File: src/rtl/access_code_tx.sv
// Serial access-code transmitter. Sends a code one bit at a time, MSB first.
// Each bit comes with a psh strobe; afterwards the block waits for a grant/deny verdict or times out.
module access_code_tx #(
    parameter int CODE_W  = 8,
    parameter int GAP     = 2,
    parameter int TIMEOUT = 16
) (
    input  logic              clk,
    input  logic              rst,
    input  logic              start,
    input  logic [CODE_W-1:0] code,
    input  logic              led1,
    input  logic              led2,
    output logic              swtch,
    output logic              psh,
    output logic              busy,
    output logic              granted,
    output logic              denied,
    output logic              timeout
);

    localparam logic [1:0] ST_IDLE = 2'd0;
    localparam logic [1:0] ST_SEND = 2'd1;
    localparam logic [1:0] ST_GAP  = 2'd2;
    localparam logic [1:0] ST_WAIT = 2'd3;

    localparam logic [4:0] BITS     = 5'(CODE_W);
    localparam logic [3:0] GAP_LAST = 4'(GAP - 1);
    localparam logic [7:0] TO_LAST  = 8'(TIMEOUT - 1);

    logic [1:0]        state;
    logic [CODE_W-1:0] shreg;
    logic [CODE_W-1:0] shifted;
    logic [4:0]        bit_cnt;
    logic [3:0]        gap_cnt;
    logic [7:0]        wait_cnt;

    always_comb begin
        shifted = shreg << 1;
    end

    // Outputs are registered and updated together with the state they belong to,
    // so the first psh appears in the cycle right after the accepted start.
    always_ff @(posedge clk or posedge rst) begin
        if (rst) begin
            state    <= ST_IDLE;
            shreg    <= '0;
            bit_cnt  <= '0;
            gap_cnt  <= '0;
            wait_cnt <= '0;
            swtch    <= 1'b0;
            psh      <= 1'b0;
            busy     <= 1'b0;
            granted  <= 1'b0;
            denied   <= 1'b0;
            timeout  <= 1'b0;
        end else begin
            case (state)
                ST_IDLE: begin
                    if (start) begin
                        state    <= ST_SEND;
                        shreg    <= code;
                        bit_cnt  <= '0;
                        gap_cnt  <= '0;
                        wait_cnt <= '0;
                        swtch    <= code[CODE_W-1];
                        psh      <= 1'b1;
                        busy     <= 1'b1;
                        granted  <= 1'b0;
                        denied   <= 1'b0;
                        timeout  <= 1'b0;
                    end
                end
                ST_SEND: begin
                    psh     <= 1'b0;
                    gap_cnt <= '0;
                    if (bit_cnt != 5'h1f) begin
                        bit_cnt <= bit_cnt + 5'd1;
                    end
                    if (bit_cnt + 5'd1 >= BITS) begin
                        state    <= ST_WAIT;
                        swtch    <= 1'b0;
                        wait_cnt <= '0;
                    end else begin
                        state <= ST_GAP;
                    end
                end
                ST_GAP: begin
                    if (gap_cnt == GAP_LAST) begin
                        state <= ST_SEND;
                        shreg <= shifted;
                        swtch <= shifted[CODE_W-1];
                        psh   <= 1'b1;
                    end else begin
                        gap_cnt <= gap_cnt + 4'd1;
                    end
                end
                ST_WAIT: begin
                    // Deny beats grant, and any verdict beats the timeout on the final count.
                    if (led2) begin
                        denied <= 1'b1;
                        busy   <= 1'b0;
                        state  <= ST_IDLE;
                    end else if (led1) begin
                        granted <= 1'b1;
                        busy    <= 1'b0;
                        state   <= ST_IDLE;
                    end else if (wait_cnt == TO_LAST) begin
                        timeout <= 1'b1;
                        busy    <= 1'b0;
                        state   <= ST_IDLE;
                    end else begin
                        wait_cnt <= wait_cnt + 8'd1;
                    end
                end
                default: state <= ST_IDLE;
            endcase
        end
    end

endmodule

File: config.mk
export PLATFORM = sky130hd
export DESIGN_NAME = access_code_tx
export DESIGN_NICKNAME = d
export VERILOG_FILES = /design/src/rtl/access_code_tx.sv
export SDC_FILE = /design/constraint.sdc
export NUM_CORES = 1
export LEC_CHECK = 0
export CAP_MARGIN = 20
export CORE_MARGIN = 2
export CORE_UTILIZATION = 60
export CTS_CLUSTER_SIZE = 30
export DETAILED_ROUTE_END_ITERATION = 6
export PLACE_DENSITY = 0.86
export SLEW_MARGIN = 40
export SYNTH_ARGS = -nofsm -noshare
export SYNTH_HDL_FRONTEND = slang
export SYNTH_SLANG_ARGS = --single-unit
File: constraint.sdc
create_clock -name clk -period 3.1 [get_ports clk]
set_clock_uncertainty 0.05 [all_clocks]
set_input_delay 0.93 -clock clk [delete_from_list [all_inputs] [get_ports clk]]
set_output_delay 0.93 -clock clk [all_outputs]
set_load 0.005 [all_outputs]
; ---- Word-level counts from Yosys, hierarchy flattened
; Index checks and enable logic that the tools add are counted.
[word_totals]
reg_bits = 32
input_bits = 13
out_inout_bits = 6
word_cells = 93
[classes]
addsub = 3
order_cmp = 1
n_eq_ne = 18
mux = 43
reduce_logical = 17
[ops]
columns = op, n
row1 = two-way mux 8 bit, 5
row2 = case mux 8 bit (3 select lines), 1
row3 = inequality test 2 bit (second input constant), 11
row4 = AND reduction 3 bit, 7
row5 = two-way mux 1 bit, 16
row6 = two-way mux 7 bit, 2
row7 = case mux 7 bit (2 select lines), 1
row8 = case mux 4 bit (3 select lines), 1
row9 = two-way mux 2 bit, 5
row10 = two-way mux 5 bit, 2
row11 = case mux 5 bit (2 select lines), 1
row12 = adder 8 x 1 -> 8 bit (second input constant), 1
row13 = == test 8 x 4 -> 1 bit (second input constant), 1
row14 = two-way mux 4 bit, 2
row15 = case mux 1 bit (2 select lines), 4
row16 = case mux 2 bit (4 select lines), 1
row17 = AND reduction 4 bit, 2
row18 = case mux 1 bit (3 select lines), 2
row19 = AND reduction 6 bit, 1
row20 = nonzero test 2 bit, 3
row21 = nonzero test 3 bit, 2
row22 = adder 5 x 1 -> 5 bit (second input constant), 1
row23 = greater-or-equal comparator 5 x 4 -> 1 bit (second input constant), 1
row24 = inequality test 5 bit (second input constant), 1
row25 = other kinds (7), 8

; ---- Longest topological paths before layout
[logic_depth]
ltp_word = 5
mapped_depth = 8
ltp_nobuf = 7

; ---- Worst setup path before layout
; Ideal clock, no wire load.
[synth_timing]
kind = input-to-reg
start = input port start
end = register state[1]
setup_time_ns = 0.125
arrival_ns = 1.967
required_ns = 2.925
slack_ns = 0.958
stages = 5
path_buffers = 1
path_cell_list = nand2b_1 > clkbuf_1 > o21ai_1 > a21oi_1 > mux2_2
[synth_between]
elab_chain_len = 2
[synth_rtl]
columns = item, line_no
row1 = "start, declared", 10  ; input logic start,
row2 = inequality test 2 bit (no line), --
row3 = AND reduction 3 bit (no line), --
row4 = "end signal, assigned", 46  ; state <= ST_IDLE;
row5 = "end signal, assigned", 61  ; state <= ST_SEND;
row6 = "end signal, assigned", 81  ; state <= ST_WAIT;
row7 = "end, declared", 31  ; logic [1:0] state;
; Every way passes these cells.
; A chain may end at the register's enable or synchronous reset.

; ---- Worst setup path after layout
; Ends and elaborated chain as after synthesis.

==> impl_metrics.csv <==
group,metric,value,unit
place,numPortBuffers,18,
global_route,antenna_found_initial,0,
route,wl,4100,um
timing,fmax,0.423,GHz
die,die_x,59.9,um
pwr,power.leakage,0.924,nW
synthesis,synth-simple-area-share,0.174,
setup_path,crit_required,3.30,ns
synthesis,yosys-top-cells-count,"dfrtp_1 (32), nand2_1 (15), a21oi_1 (12)",
setup_path,cp-end-kind,"flop",
timing,min_period,2.36,ns
setup_path,worstPathArrival,2.56,ns
die,initial_core_util,0.625,
die,die_area,3590,sq um
synthesis,synth_area_leaders,"dfrtp_1 (43%), ha_1 (6.7%), mux2i_1 (4.3%), o31ai_1 (3.6%), a21oi_1 (3.2%)",
synthesis,yosysUniqueCellTypes,44,
cells_and_area,diodes,0,
timing,finalWorstSetupSlack,0.738,ns
clock_network,max-clock-path-buffers,2,
global_route,grt_pass1_wl,7210,um
synthesis,yosysWarningCount,0,
hold_path,worstHoldPathType,"flop to flop",
route,wire_per_inst,16.5,um
cells_and_area,syn_to_final_growth,13.9,%
synthesis,synth_top_family_by_area,"compound AO/OA/AOI/OAI gates",
cells_and_area,post_route_cells_drive_above_1_share,0.0787,
synthesis,yosysTopAreaCell,"dfrtp_1",
pwr,powerDensity,833,nW/um^2
timing,drv_slew,0,
route,drc,0,
synthesis,synth_top_area_share,0.427,
route,avgViaCountPerCell,6.49,
synthesis,synth-edff-count,0,
route,dr.pass1.iters,5,
timing,worst_pin_slew,0.570,ns
synthesis,avgSynthCellArea,9.67,sq um
global_route,grt_overflow_total,0,
synthesis,synthMuxAreaShare,0.0487,
timing,relSlewSlack,0.617,
pwr,peakVddDrop,463,uV
timing,setup_violations,0,
die,ios,19,
route,final_antenna_net_count,0,
clock_network,cts-root-buf,"clkbuf_4",
place,dp_hpwl,3000,um
route,vias,1617,
global_route,grt_pass1_vias,1598,
synthesis,synth_fp_nets,217,
die,core-area,3000,sq um
die,rows,20,
clock_network,hold_buffers,0,
synthesis,synth-xor-area-share,0,
cells_and_area,finalNetCount,238,
die,die_h,59.9,um
synthesis,async_reset_ff_frac,1.00,
clock_network,worst_skew_pair.late_latency,0.35,ns
clock_network,numCtsBuffers,5,
run_status,status,"finished, final reports clean",
clock_network,post_cts_buffers,0,
timing,min_period_over_period,0.762,
clock_network,cts_resized,0,
synthesis,seq_area_frac_synth,0.427,
clock_network,numClockSinks,32,
clock_network,cts.reportedPaths.clkPinSlew,0.10,ns
synthesis,synth_seq_cells,32,
run,drv_cap,0,
setup_path,r2r_setup_slack,0.84,ns
clock_network,htree_levels,2,
setup_path,cp_max_fo,8,
synthesis,syn-instance-count,194,
global_route,grt.total_usage,0.271,
synthesis,yosys.area_share.adder,0.0667,
global_route,grt_max_degree,33,
setup_path,startpoint_type,"primary input",
timing,finalHoldViolCount,0,
synthesis,synthFlopType,"dfrtp_1",
timing,rsz0062_at_grt,"false",
clock_network,cts_tree,"yes",
place,gp_congestion,0.918,
synthesis,synth_compound_gate_area_share,0.243,
setup_path,crit_type,"primary input to flop",
place,post-place-ws,0.385,ns
synthesis,synth.most_common_cell,"dfrtp_1",
timing,final.setup.tns,0,ns
route,drtIter0Drc,155,
synthesis,synth.cell_area,1880,sq um
==> cell type report <==
type	count	area (sq um)
tap	33	41.3
timing repair buffer	21	203
sequential	32	801
fill	238	867
multi-input combinational	146	998
clock buffer	8	58.8
inverter	9	33.8
==> cells by family after synthesis <==
kind of cell    after synthesis
flops                        32
compound gates               64
fa+ha+maj                    10
mux                           9
simple gates                 63
buf+inv                      16
==> metal layers <==
| layer | wire length (um) | track usage | vias up |
|---|---|---|---|
| met5 | 0 | 0 | - |
| met4 | 127 | 0.124 | 0 |
| met2 | 1980 | 0.457 | 87 |
| met1 | 1720 | 0.320 | 749 |
| met3 | 278 | 0.0736 | 20 |
| li1 | - | - | 761 |
==> sequential cells by signal, summed over array words and instances, names as in the netlist <==
register  count
shreg         7
gap_cnt       4
granted       1
busy          1
swtch         1
timeout       1
psh           1
denied        1
wait_cnt      8
bit_cnt       5
state         2
==> report_power, final <==
group	internal, mW	total (mW)	switching, mW	leakage (nW)
clock network	0.112	0.258	0.146	0.0326
registers	0.538	0.631	0.0929	0.414
logic	0.358	0.890	0.533	0.478
total	1.01	1.78	0.772	0.924
==> placed cells by master, fill, tap and decap left out, types with 3 or more instances in the layout <==
master	n
dfrtp_1	32
clkdlybuf4s50_1	18
nand2_1	15
a21oi_1	12
nand3_1	11
o21ai_0	11
nor2_1	11
ha_1	10
inv_1	9
o31ai_1	9
mux2i_1	8
nand2b_1	5
nor2b_1	5
clkbuf_4	5
o211ai_1	4
a31oi_1	4
a22o_1	4
nor3_1	3
and3_1	3
a21o_1	3
buf_4	3
==> worst paths after layout <==
path                                         from                      end  depth (start not counted)
max in group asynchronous                     rst         busy$_DFFE_PP0P_                          3
max reg2reg                  state[1]$_DFFE_PP0P_  wait_cnt[7]$_DFFE_PP0P_                          5
min in group asynchronous                     rst   bit_cnt[0]$_DFFE_PP0P_                          3
max                                         start     state[1]$_DFFE_PP0P_                          5
min                        bit_cnt[4]$_DFFE_PP0P_   bit_cnt[4]$_DFFE_PP0P_                          2
min reg2reg                bit_cnt[4]$_DFFE_PP0P_   bit_cnt[4]$_DFFE_PP0P_                          2
==> through the flow <==
stage	instance area, sq um	util	instances	hold slack, ns	power [mW]
3_5_place_dp	2080	0.692	241	0.429	1.52
5_1_grt	2140	0.711	249	0.482	1.93
4_1_cts	2140	0.711	249	0.453	1.78
6_report	2140	0.711	249	0.451	1.78
2_1_floorplan	1880	-	194	0.406	1.30
3_3_place_gp	2080	0.692	241	0.415	1.47
==> worst max-delay path: stages <==
cell,delay (ns)
clkdlybuf4s50_1,0.51
nand2b_1,0.27
o21ai_1,0.23
a21oi_1,0.26
mux2_2,0.36
Power figures use the tool's default switching activity.
